--- src/rtl/serial_add32_ctrl_if.sv ---
// Handshake and external-adder signals for serial_add32_ctrl.
// The slave modport is the controller's view; master is the environment's view.
interface serial_add32_ctrl_if;
  logic        in_valid;
  logic        in_ready;
  logic [31:0] in_a;
  logic [31:0] in_b;
  logic        in_cin;
  logic [7:0]  adder_a;
  logic [7:0]  adder_b;
  logic [7:0]  adder_sum;
  logic        adder_cout;
  logic        out_valid;
  logic        out_ready;
  logic [31:0] out_sum;
  logic        out_cout;

  modport slave (
    input  in_valid,
    output in_ready,
    input  in_a,
    input  in_b,
    input  in_cin,
    output adder_a,
    output adder_b,
    input  adder_sum,
    input  adder_cout,
    output out_valid,
    input  out_ready,
    output out_sum,
    output out_cout
  );

  modport master (
    output in_valid,
    input  in_ready,
    output in_a,
    output in_b,
    output in_cin,
    input  adder_a,
    input  adder_b,
    output adder_sum,
    output adder_cout,
    input  out_valid,
    output out_ready,
    input  out_sum,
    input  out_cout
  );
endinterface

--- src/rtl/serial_add32_ctrl.sv ---
// Byte-serial 32-bit adder controller driving an external 8-bit adder that has no
// carry input; the carry is folded in locally, one byte per cycle, LSB first.
module serial_add32_ctrl (
  input logic                clk,
  input logic                rst_n,
  serial_add32_ctrl_if.slave bus
);

  typedef enum logic [1:0] {StIdle, StRun, StDone} state_e;

  state_e      state_q;
  logic [1:0]  idx_q;
  logic        carry_q;
  logic [31:0] a_q;
  logic [31:0] b_q;
  logic [31:0] sum_q;
  logic        cout_q;
  logic        in_ready_q;
  logic        out_valid_q;
  logic [7:0]  adder_a_q;
  logic [7:0]  adder_b_q;

  logic [7:0]  byte_d;
  logic        carry_d;
  logic [1:0]  idx_inc;

  function automatic logic [7:0] sel_byte(input logic [31:0] w, input logic [1:0] i);
    logic [7:0] r;
    unique case (i)
      2'd0:    r = w[7:0];
      2'd1:    r = w[15:8];
      2'd2:    r = w[23:16];
      default: r = w[31:24];
    endcase
    return r;
  endfunction

  // Adding the carry can only ripple out of the byte when the adder produced 8'hFF.
  always_comb begin
    byte_d  = bus.adder_sum + {7'b0, carry_q};
    carry_d = bus.adder_cout | ((bus.adder_sum == 8'hFF) & carry_q);
    idx_inc = idx_q + 2'd1;
  end

  always_ff @(posedge clk) begin
    if (!rst_n) begin
      state_q     <= StIdle;
      idx_q       <= 2'd0;
      carry_q     <= 1'b0;
      a_q         <= 32'h0;
      b_q         <= 32'h0;
      sum_q       <= 32'h0;
      cout_q      <= 1'b0;
      in_ready_q  <= 1'b1;
      out_valid_q <= 1'b0;
      adder_a_q   <= 8'h00;
      adder_b_q   <= 8'h00;
    end else begin
      unique case (state_q)
        StIdle: begin
          if (bus.in_valid) begin
            a_q        <= bus.in_a;
            b_q        <= bus.in_b;
            carry_q    <= bus.in_cin;
            idx_q      <= 2'd0;
            state_q    <= StRun;
            in_ready_q <= 1'b0;
            adder_a_q  <= bus.in_a[7:0];
            adder_b_q  <= bus.in_b[7:0];
          end
        end
        StRun: begin
          sum_q[{idx_q, 3'b000} +: 8] <= byte_d;
          carry_q <= carry_d;
          idx_q   <= idx_inc;
          if (idx_q == 2'd3) begin
            cout_q      <= carry_d;
            state_q     <= StDone;
            out_valid_q <= 1'b1;
            adder_a_q   <= 8'h00;
            adder_b_q   <= 8'h00;
          end else begin
            adder_a_q <= sel_byte(a_q, idx_inc);
            adder_b_q <= sel_byte(b_q, idx_inc);
          end
        end
        StDone: begin
          // No accept on this edge: in_ready only rises once back in idle.
          if (bus.out_ready) begin
            state_q     <= StIdle;
            out_valid_q <= 1'b0;
            in_ready_q  <= 1'b1;
          end
        end
        default: begin
          state_q     <= StIdle;
          in_ready_q  <= 1'b1;
          out_valid_q <= 1'b0;
          adder_a_q   <= 8'h00;
          adder_b_q   <= 8'h00;
        end
      endcase
    end
  end

  assign bus.in_ready  = in_ready_q;
  assign bus.out_valid = out_valid_q;
  assign bus.out_sum   = sum_q;
  assign bus.out_cout  = cout_q;
  assign bus.adder_a   = adder_a_q;
  assign bus.adder_b   = adder_b_q;

endmodule
--- src/flat_wrapper.sv ---
// flat-port wrapper written by rule: the top's interface ports become plain ports
module serial_add32_ctrl_flat 
  (clk, rst_n, bus_in_valid, bus_in_ready, bus_in_a, bus_in_b, bus_in_cin, bus_adder_a, bus_adder_b, bus_adder_sum, bus_adder_cout, bus_out_valid, bus_out_ready, bus_out_sum, bus_out_cout);
  serial_add32_ctrl_if bus_i ();
  input logic clk;
  input logic rst_n;
  input wire logic [$bits(bus_i.in_valid)-1:0] bus_in_valid;
  output wire logic [$bits(bus_i.in_ready)-1:0] bus_in_ready;
  input wire logic [$bits(bus_i.in_a)-1:0] bus_in_a;
  input wire logic [$bits(bus_i.in_b)-1:0] bus_in_b;
  input wire logic [$bits(bus_i.in_cin)-1:0] bus_in_cin;
  output wire logic [$bits(bus_i.adder_a)-1:0] bus_adder_a;
  output wire logic [$bits(bus_i.adder_b)-1:0] bus_adder_b;
  input wire logic [$bits(bus_i.adder_sum)-1:0] bus_adder_sum;
  input wire logic [$bits(bus_i.adder_cout)-1:0] bus_adder_cout;
  output wire logic [$bits(bus_i.out_valid)-1:0] bus_out_valid;
  input wire logic [$bits(bus_i.out_ready)-1:0] bus_out_ready;
  output wire logic [$bits(bus_i.out_sum)-1:0] bus_out_sum;
  output wire logic [$bits(bus_i.out_cout)-1:0] bus_out_cout;
  assign bus_i.in_valid = bus_in_valid;
  assign bus_in_ready = bus_i.in_ready;
  assign bus_i.in_a = bus_in_a;
  assign bus_i.in_b = bus_in_b;
  assign bus_i.in_cin = bus_in_cin;
  assign bus_adder_a = bus_i.adder_a;
  assign bus_adder_b = bus_i.adder_b;
  assign bus_i.adder_sum = bus_adder_sum;
  assign bus_i.adder_cout = bus_adder_cout;
  assign bus_out_valid = bus_i.out_valid;
  assign bus_i.out_ready = bus_out_ready;
  assign bus_out_sum = bus_i.out_sum;
  assign bus_out_cout = bus_i.out_cout;
  serial_add32_ctrl u_core (.clk(clk), .rst_n(rst_n), .bus(bus_i));
endmodule
--- config.mk ---
export PLATFORM = sky130hd
export DESIGN_NAME = serial_add32_ctrl_flat
export DESIGN_NICKNAME = d
export VERILOG_FILES = /design/src/rtl/serial_add32_ctrl_if.sv /design/src/rtl/serial_add32_ctrl.sv /design/src/flat_wrapper.sv
export SDC_FILE = /design/constraint.sdc
export NUM_CORES = 1
export LEC_CHECK = 0
export ABC_CLOCK_PERIOD_IN_PS = 2500
export CORE_UTILIZATION = 50
export CTS_CLUSTER_DIAMETER = 40
export DETAILED_ROUTE_END_ITERATION = 12
export PLACE_DENSITY = 0.81
export SYNTH_ARGS = -nofsm -noshare
export SYNTH_HDL_FRONTEND = slang
export SYNTH_SLANG_ARGS = --single-unit
--- constraint.sdc ---
create_clock -name clk -period 2.5 [get_ports clk]
set_clock_uncertainty 0.05 [all_clocks]
set_input_delay 0.375 -clock clk [delete_from_list [all_inputs] [get_ports clk]]
set_output_delay 0.375 -clock clk [all_outputs]
set_load 0.05 [all_outputs]
# == After elaboration in Yosys (flattened, before gate mapping) ==
# Cells that the tools add are included.
# word_totals
in_bits,78
reg_bits,120
word_cells,63
# classes
addsub,3
n_shift,2
eq_ne,9
muxes,23
n_reduce_logical,10
bitwise_logic,5
# op_table
operator,n
$pmux W8 S3,4
$bwmux W32,1
$mux W8,4
$shift A8 B7 Y32 const A,1
$shiftx A8 B7 Y32,1
$reduce_and A3 Y1,3
$add A8 B1 Y8,1
$eq A8 B8 Y1 const B,1
$mux W2,4
$reduce_and A2 Y1,4
$neg A5 Y7,1
$eq A2 B2 Y1 const B,3
$pmux W1 S3,2
$pmux W2 S3,1
$mux W1,5
$eq A2 B1 Y1 const B,2
$logic_not A2 Y1,2
$ne A2 B2 Y1 const B,2
$pmux W2 S2,1
$not A1 Y1,3
$add A2 B1 Y2 const B,1
$ne A2 B1 Y1 const B,1
$pmux W1 S2,1
$reduce_bool A2 Y1,1
other kinds (2),2

# == Logic depth before layout (Yosys ltp) ==
# Gate-level depths: netlist of the first run.
# depth
ltp_word,5
mapped_depth,8
mapped_depth_nobuf,6

# == Worst setup path after synthesis of the first run ==
# No wires, ideal clock.
# synth_timing
kind,reg-to-reg
startpoint,register u_core.idx_q[0]
endpoint,"register u_core.adder_a_q[4], in the netlist u_core.bus.adder_a[4]"
path_slack_ns,0.416
path_stages_with_launch,9
t_required_ns,2.331
synth_period_minus_slack_ns,2.084
path_buffers,2
t_arrival_ns,1.916
path_cell_list,dfxtp_1 inv_1 ha_1 buf_6 buf_6 a222oi_1 o21ai_0 nor2b_1 o221a_2
# synth_via
elab_chain_cells,5
word_cells_on_any_way,8
cone_classes,add/sub (1); eq/ne (3); mux (3); reduce/logical (1)
# synth_lines
item,line_no,rtl
"start, declared",serial_add32_ctrl.sv:12,logic [1:0] idx_q;
"start signal, assigned",serial_add32_ctrl.sv:75,idx_q <= idx_inc;
$add A2 B1 Y2,serial_add32_ctrl.sv:42,idx_inc = idx_q + 2'd1;
$eq A2 B2 Y1 (tied with other cells),serial_add32_ctrl.sv:29,unique case (i)
$pmux W8 S3,serial_add32_ctrl.sv:29,
$mux W8 *,serial_add32_ctrl.sv:76,if (idx_q == 2'd3) begin
$pmux W8 S3 *,serial_add32_ctrl.sv:59,unique case (state_q)
"end signal, assigned",serial_add32_ctrl.sv:68,adder_a_q <= bus.in_a[7:0];
"end signal, assigned",serial_add32_ctrl.sv:83,"adder_a_q <= sel_byte(a_q, idx_inc);"
"end, declared",serial_add32_ctrl.sv:20,logic [7:0] adder_a_q;
# Every way passes the cells marked *; elsewhere a longest branch is shown, timed or not.
# A chain may end at the register's enable or synchronous reset.

# == Worst setup path after layout of the first run ==
# layout_timing
startpoint,register u_core.idx_q[0]
endpoint,"register u_core.sum_q[15], in the netlist u_core.bus.out_sum[15]"
# layout_via
elab_chain_cells,3
word_cells_on_any_way,4
cone_classes,add/sub (1); shift (2); mux (1)
# layout_lines
item,line_no,rtl
$neg A5 Y7 *,serial_add32_ctrl.sv:73,"sum_q[{idx_q, 3'b000} +: 8] <= byte_d;"
$shiftx A8 B7 Y32 / $shift A8 B7 Y32 (equally long branches),serial_add32_ctrl.sv:73,
$bwmux W32 *,serial_add32_ctrl.sv:73,
"end signal, assigned by index",serial_add32_ctrl.sv:73,
"end, declared",serial_add32_ctrl.sv:16,logic [31:0] sum_q;
# Marked as above.

==> results of run 1 <==
-- registers in the layout (all words and copies together) (netlist names) --
signal / cells
u_core.a_q: 32
u_core.b_q: 32
u_core.bus.adder_a: 8
u_core.bus.adder_b: 8
u_core.bus.in_ready: 1
u_core.bus.out_cout: 1
u_core.bus.out_sum: 32
u_core.bus.out_valid: 1
u_core.carry_q: 1
u_core.idx_q: 2
u_core.state_q: 2
-- metal layers --
layer / vias to the layer above / track usage [%] / wire length [microns]
li1: 2453 / - / -
met1: 2501 / 34.6 / 6420
met2: 244 / 50.1 / 7820
met3: 50 / 6.62 / 1070
met4: 0 / 17.9 / 692
met5: - / 0 / 0
-- synthesized netlist by cell type (3+ instances only) --
cell type,number,share of area (%)
dfxtp_1,120,45
nor2_1,35,2.5
o21ai_0,25,2.3
nand4_1,3,0.35
inv_1,4,0.28
a222oi_1,16,3.0
nor2b_1,50,5.9
nand2_1,167,12
a21boi_0,8,1.1
a22oi_1,13,1.8
buf_6,8,1.7
xnor2_1,4,0.66
buf_2,19,1.8
clkbuf_1,20,1.4
ha_1,9,2.1
nand2b_1,11,1.3
nand3_1,10,0.94
o221a_2,16,3.4
a32o_1,4,0.75
a21oi_1,88,8.3
-- worst min-delay path: stages --
cell	delay (ns)
clkdlybuf4s50_1	0.40
nand2_1	0.06
a21oi_1	0.05
-- how the worst min path moves through the flow --
stage | endpoint | cells past startpoint | slack [ns] | start
6_report | u_core.a_q[26] | 3 | 0.35 | bus_in_a[26]
5_1_grt | u_core.a_q[26] | 3 | 0.34 | bus_in_a[26]
4_1_cts | u_core.a_q[24] | 3 | 0.34 | bus_in_a[24]
3_5_place_dp | u_core.a_q[5] | 2 | 0.40 | u_core.a_q[5]
3_3_place_gp | u_core.bus.out_sum[4] | 2 | 0.39 | u_core.bus.out_sum[4]
2_1_floorplan | u_core.a_q[0] | 2 | 0.39 | u_core.a_q[0]
-- area by class of cell --
cell class | instances | area, sq um
fill | 804 | 3050
multi-input combinational | 475 | 2640
sequential | 120 | 2400
timing repair buffer | 144 | 1440
clock buffer | 23 | 467
tap | 136 | 170
clock inverter | 9 | 145
inverter | 4 | 15.0
-- kinds of logic after synthesis --
logic type                 after synthesis  share of synthesized area [%]
xor gates and xnor gates                 6                          0.986
AOI/OAI and AO/OA                      174                           21.2
DFF                                    120                           45.1
adders and majority gates                9                           2.11
and+or+nand+nor                        286                           25.1
buffers and inverters                   55                           5.59
-- power by group through the flow --
stage	sequential [W]	combinational, W	clock (W)
after floorplan	0.00219	0.000372	0
after global placement	0.00211	0.000725	0
after detailed placement	0.00212	0.000741	0
after CTS	0.00208	0.000748	0.00253
after global routing	0.00209	0.000807	0.00263
final	0.00208	0.000754	0.00252
-- through the flow --
step                      util (%)  area [sq um]  hold WS (ns)  cells
after floorplan                  -          5330         0.386    650
after global placement        64.5          6660         0.388    879
after detailed placement      64.5          6660         0.397    879
after CTS                     70.5          7280         0.342    911
after global routing          70.5          7280         0.341    911
final                         70.5          7280         0.351    911
==> summary.md, run 1 <==
| Metric | Value |
|---|---|
| CP max FO | `18` |
| Setup WS pre-CTS | `around 0.27 ns` |
| Sequential share of power | `between 30 and 40%` |
| Area Overhead vs Synth | `36.5%` |
| Detailed-route DRC error count | `0` |
| Vias in the first global route | `roughly 5300` |
| Final wirelength | `between 15000 and 20000 microns` |
| Antenna Cells | `0` |
| Yosys reg bits | `120` |
| Overall routing resource usage | `29.8%` |
| Part of the Yosys area used for sequential elements | `a little under half` |
| Die area | `0.0111 sq mm` |
| Cell area after synthesis | `~0.0053 sq mm` |
| Cell family with the largest share of critical-path delay | `adder cells` |
| Final period utilization | `around 91%` |
| Dpl hpwl | `between 10000 and 15000 microns` |
| Net Sw Frac | `approximately 25%` |
| Critical path endpoint category | `register` |
| Pwr Total | `approximately 0.0054 W` |
| Clock Tree Root | `clkbuf_8` |
| Syn avg cell area | `8.20 sq um` |
| Most common cell after layout, fill and taps aside | `nand2_1` |
| Routed vias | `5248` |
| Core area | `slightly above 0.01 sq mm` |
| Unrepaired setup endpoints after global routing | `no` |
| DIE HEIGHT | `roughly 110 microns` |
| Async SR Flop Fraction | `0%` |
| TritonCTS Buffers | `17` |
| Final Hold Viols | `0` |
| Largest net degree at the start of global routing | `65` |
| Most frequent cells in the layout | `nand2_1 (167), clkdlybuf4s50_1 (128), dfxtp_1 (120)` |
| CP cell instances | `buf_4, ha_1, nand2_1, a32o_1` |
| PortBufs | `128` |
| Post-Syn Nets | `between 700 and 800` |
| Worst slew pin tran | `0.873 ns` |
| Primary FF master, synth | `dfxtp_1` |
| Row count | `37` |
| Pwr Density | `~740 mW/mm^2` |
| Layout cell share with drive strength beyond 1 | `8.90%` |
| CTS Hold Buffers Added | `0` |
| Slew HR | `about two fifths` |
| CP startpoint kind | `register` |
| Critical R2R Launch | `u_core.idx_q[0]` |
| Post_cts resized | `0` |
| Worst vdd rail ir drop | `between 400 and 500 uV` |
| Vias/cell | `roughly 5.8` |
| Initial core utilization | `about half` |
| Total iterations of the first detailed-routing run | `9` |
| Clk_lat worst skew | `between 0.5 and 0.6 ns` |
| RR Endpoint | `u_core.bus.out_sum[15]` |
| Wirelength per Cell | `17.6 microns` |
| Initial antenna violation count | `0` |
| Fin Setup TNS | `0 ns` |
| Sw Pwr | `roughly 0.0013 W` |
| Cell count of the worst reg-to-reg path | `4` |
| Yosys warning count | `0` |
| R2r setup slk | `0.21 ns` |
| IO Count | `129` |
| Layout Nets | `about 850` |
| Achievable Freq | `approximately 440 MHz` |
| # Max-Cap Violations | `0` |
| Worst-path clk slew | `about 0.060 ns` |
| Worst path max stage delay | `0.75 ns` |
| Yosys cell types | `36` |
| Setup crit end | `u_core.bus.out_sum[15]` |
| H-tree Lvls | `4` |
| Buf+Inv Stages, Crit Path | `1` |
| Int Power | `a little over 0.004 W` |
| Slew Viols, Final | `0` |
| Combinational share of power | `14.1%` |
| # setup viols final | `0` |
| # clock sinks | `between 100 and 150` |
| Worst path depth | `4` |
| Critical path class | `register to register` |
| Initial drt markers | `522` |
| Min cycle time layout | `2.29 ns` |
| GP Congestion | `between 0.8 and 0.9` |
| HP Class | `input port to register` |
| Status | `complete, no violations` |
| Global route overflow | `0` |
| First-pass GRT wire length | `25800 microns` |
| CP Launch Point | `u_core.idx_q[0]` |
| Slowest CP cell | `ha_1` |
| Clock tree buffer depth | `2` |
| Clock power frac | `47.0%` |
| Die width | `about 110 microns` |
| Worst setup margin | `~0.21 ns` |
| ANT nets after route | `0` |
| Critical path required time | `around 2.9 ns` |
| Leak Pwr | `2.72 nW` |
| CTS tree | `done` |
| CP arrival | `roughly 2.6 ns` |
| Post-synth EDFFs | `0` |
| Syn Inst Count | `650` |
| Setup Buffers After CTS | `0` |
(Power assumes the default switching activity.)
==> run 2: changes to the inputs <==
--- a/config.mk
+++ b/config.mk
@@ -13,3 +13,4 @@
 export SYNTH_ARGS = -nofsm -noshare
 export SYNTH_HDL_FRONTEND = slang
 export SYNTH_SLANG_ARGS = --single-unit
+export TNS_END_PERCENT = 1
==> results of run 2 <==
Final layout, timing and power as in run 1 (identical DEF).
==> run 3: changes to the inputs <==
--- a/config.mk
+++ b/config.mk
@@ -7,6 +7,7 @@
 export LEC_CHECK = 0
 export ABC_CLOCK_PERIOD_IN_PS = 2500
 export CORE_UTILIZATION = 50
+export CTS_BUF_LIST = sky130_fd_sc_hd__clkbuf_4 sky130_fd_sc_hd__clkbuf_8
 export CTS_CLUSTER_DIAMETER = 40
 export DETAILED_ROUTE_END_ITERATION = 12
 export PLACE_DENSITY = 0.81
==> summary.md, run 3 (synthesis gave the netlist of run 1 again) <==
| Metric | Value |
|---|---|
| # Max-Cap Violations | `0 (unchanged)` |
| # setup viols final | `0 (unchanged)` |
| Leak Pwr | `2.65 nW (was 2.72 nW)` |
| Worst-path clk slew | `0.07 ns (was 0.06 ns)` |
| Slowest CP cell | `ha_1 (unchanged)` |
| CP cell instances | `buf_4, ha_1, nand2_1, a32o_1 (unchanged)` |
| PortBufs | `128 (unchanged)` |
| # clock sinks | `120 (unchanged)` |
| First-pass GRT wire length | `24800 microns (was 25800 microns)` |
| Setup WS pre-CTS | `0.270 ns (unchanged)` |
| CP arrival | `2.54 ns (was 2.64 ns)` |
| Clk_lat worst skew | `0.44 ns (was 0.52 ns)` |
| Initial antenna violation count | `0 (unchanged)` |
| Largest net degree at the start of global routing | `65 (unchanged)` |
| Buf+Inv Stages, Crit Path | `1 (unchanged)` |
| Setup Buffers After CTS | `0 (unchanged)` |
| Design area | `0.00711 sq mm (was 0.00728 sq mm)` |
| Clock Tree Root | `clkbuf_8 (unchanged)` |
| Dpl hpwl | `10500 microns (unchanged)` |
| Worst path max stage delay | `0.75 ns (about the same)` |
| Die width | `105 microns (unchanged)` |
| Sequential share of power | `43.6% (was 38.9%)` |
| ANT nets after route | `0 (unchanged)` |
| Global route overflow | `0 (unchanged)` |
| Vias/cell | `5.69 (was 5.76)` |
| HP Class | `register to register (was input port to register)` |
| CP startpoint kind | `register (unchanged)` |
| Critical path endpoint category | `register (unchanged)` |
| Wirelength per Cell | `17.0 microns (was 17.6 microns)` |
| Critical path required time | `2.78 ns (was 2.86 ns)` |
| Die area | `0.0111 sq mm (unchanged)` |
| Unrepaired setup endpoints after global routing | `no (unchanged)` |
| Int Power | `0.00353 W (was 0.00403 W)` |
| Combinational share of power | `15.7% (was 14.1%)` |
| Most common cell after layout, fill and taps aside | `nand2_1 (unchanged)` |
| Final wirelength | `15500 microns (was 16000 microns)` |
| IO Count | `129 (unchanged)` |
| Overall routing resource usage | `28.6% (was 29.8%)` |
| Row count | `37 (unchanged)` |
| Antenna Cells | `0 (unchanged)` |
| Layout Nets | `849 (unchanged)` |
| Cell family with the largest share of critical-path delay | `adder cells (unchanged)` |
| Final Hold Viols | `0 (unchanged)` |
| Slew HR | `41.3% (was 41.8%)` |
| GP Congestion | `0.879 (unchanged)` |
| Achievable Freq | `441 MHz (was 438 MHz)` |
| Area after DPL | `0.00666 sq mm (unchanged)` |
| Pwr Density | `671 mW/mm^2 (was 736 mW/mm^2)` |
| Area Overhead vs Synth | `33.3% (was 36.5%)` |
| Initial core utilization | `51.6% (unchanged)` |
| Slew Viols, Final | `0 (unchanged)` |
| DIE HEIGHT | `105 microns (unchanged)` |
| Routed vias | `5181 (was 5248)` |
| Fin Setup TNS | `0 ns (unchanged)` |
| CTS tree | `done (unchanged)` |
| Total iterations of the first detailed-routing run | `8 (was 9)` |
| Worst setup margin | `0.234 ns (was 0.214 ns)` |
| Layout cell share with drive strength beyond 1 | `9.29% (was 8.90%)` |
| Sw Pwr | `0.00124 W (was 0.00133 W)` |
| Post_cts resized | `0 (unchanged)` |
| CP max FO | `18 (unchanged)` |
| Status | `complete, no violations (unchanged)` |
| TritonCTS Buffers | `17 (unchanged)` |
| Worst vdd rail ir drop | `369 uV (was 429 uV)` |
| Vias in the first global route | `5146 (was 5304)` |
| H-tree Lvls | `4 (unchanged)` |
| Critical path class | `register to register (unchanged)` |
| CTS Hold Buffers Added | `0 (unchanged)` |
| Core area | `0.0103 sq mm (unchanged)` |
| Final period utilization | `90.6% (was 91.4%)` |
| Clock power frac | `40.7% (was 47.0%)` |
| Net Sw Frac | `26.1% (was 24.8%)` |
| Detailed-route DRC error count | `0 (unchanged)` |
| Clock tree buffer depth | `2 (unchanged)` |
| Initial drt markers | `435 (was 522)` |
| Worst slew pin tran | `0.881 ns (was 0.873 ns)` |
| Most frequent cells in the layout | `nand2_1 (167), clkdlybuf4s50_1 (128), dfxtp_1 (120) (unchanged)` |
| Min cycle time layout | `2.27 ns (was 2.29 ns)` |
[run 3: cell counts in the layout (fill, tap and decap cells not counted)]
Identical to the previous run, type by type.
[run 3: area by class of cell]
cell class                      count  area [sq um]
Multi-Input combinational cell    475          2640
Inverter                            4          15.0
Timing Repair Buffer              144          1440
Fill cell                         844          3220
Clock inverter                      9           145
Sequential cell                   120          2400
Tap cell                          136           170
Clock buffer                       23           298
[run 3: worst paths after layout]
check,startpoint,endpoint,slack (ns),cells past startpoint
worst max register to register,u_core.idx_q[0],u_core.bus.out_sum[15],0.23,4
worst min-delay path,u_core.bus.out_sum[12],u_core.bus.out_sum[12],0.41,2
worst max-delay path,u_core.idx_q[0],u_core.bus.out_sum[15],0.23,4
worst min register to register,u_core.bus.out_sum[12],u_core.bus.out_sum[12],0.41,2
[run 3: per-stage QoR]
stage	total power, W	instances	hold slack, ns	util (%)
floorplan	0.00257	650	0.386	-
global placement	0.00284	879	0.388	64.5
detailed placement	0.00286	879	0.397	64.5
CTS	0.00476	911	0.406	68.8
global route	0.00494	911	0.425	68.8
finish	0.00477	911	0.405	68.8
[run 3: worst min-delay path, stage by stage (launching register included)]
cell	delay [ns]
dfxtp_1	0.31
nand2_1	0.05
a21oi_1	0.05
[run 3: power by group through the flow]
stage	Combinational [W]	Sequential [W]	Clock, W
6_report	0.000749	0.00208	0.00194
5_1_grt	0.000803	0.00209	0.00205
4_1_cts	0.000746	0.00208	0.00194
3_5_place_dp	0.000741	0.00212	0
3_3_place_gp	0.000725	0.00211	0
2_1_floorplan	0.000372	0.00219	0
[run 3: layer usage]
layer  vias up  routed length [microns]  global-route usage (%)
met4         0                      662                    17.4
li1       2454                        -                       -
met2       246                     7460                    47.4
met1      2432                     6290                    33.7
met5         -                        0                       0
met3        49                     1080                    6.31
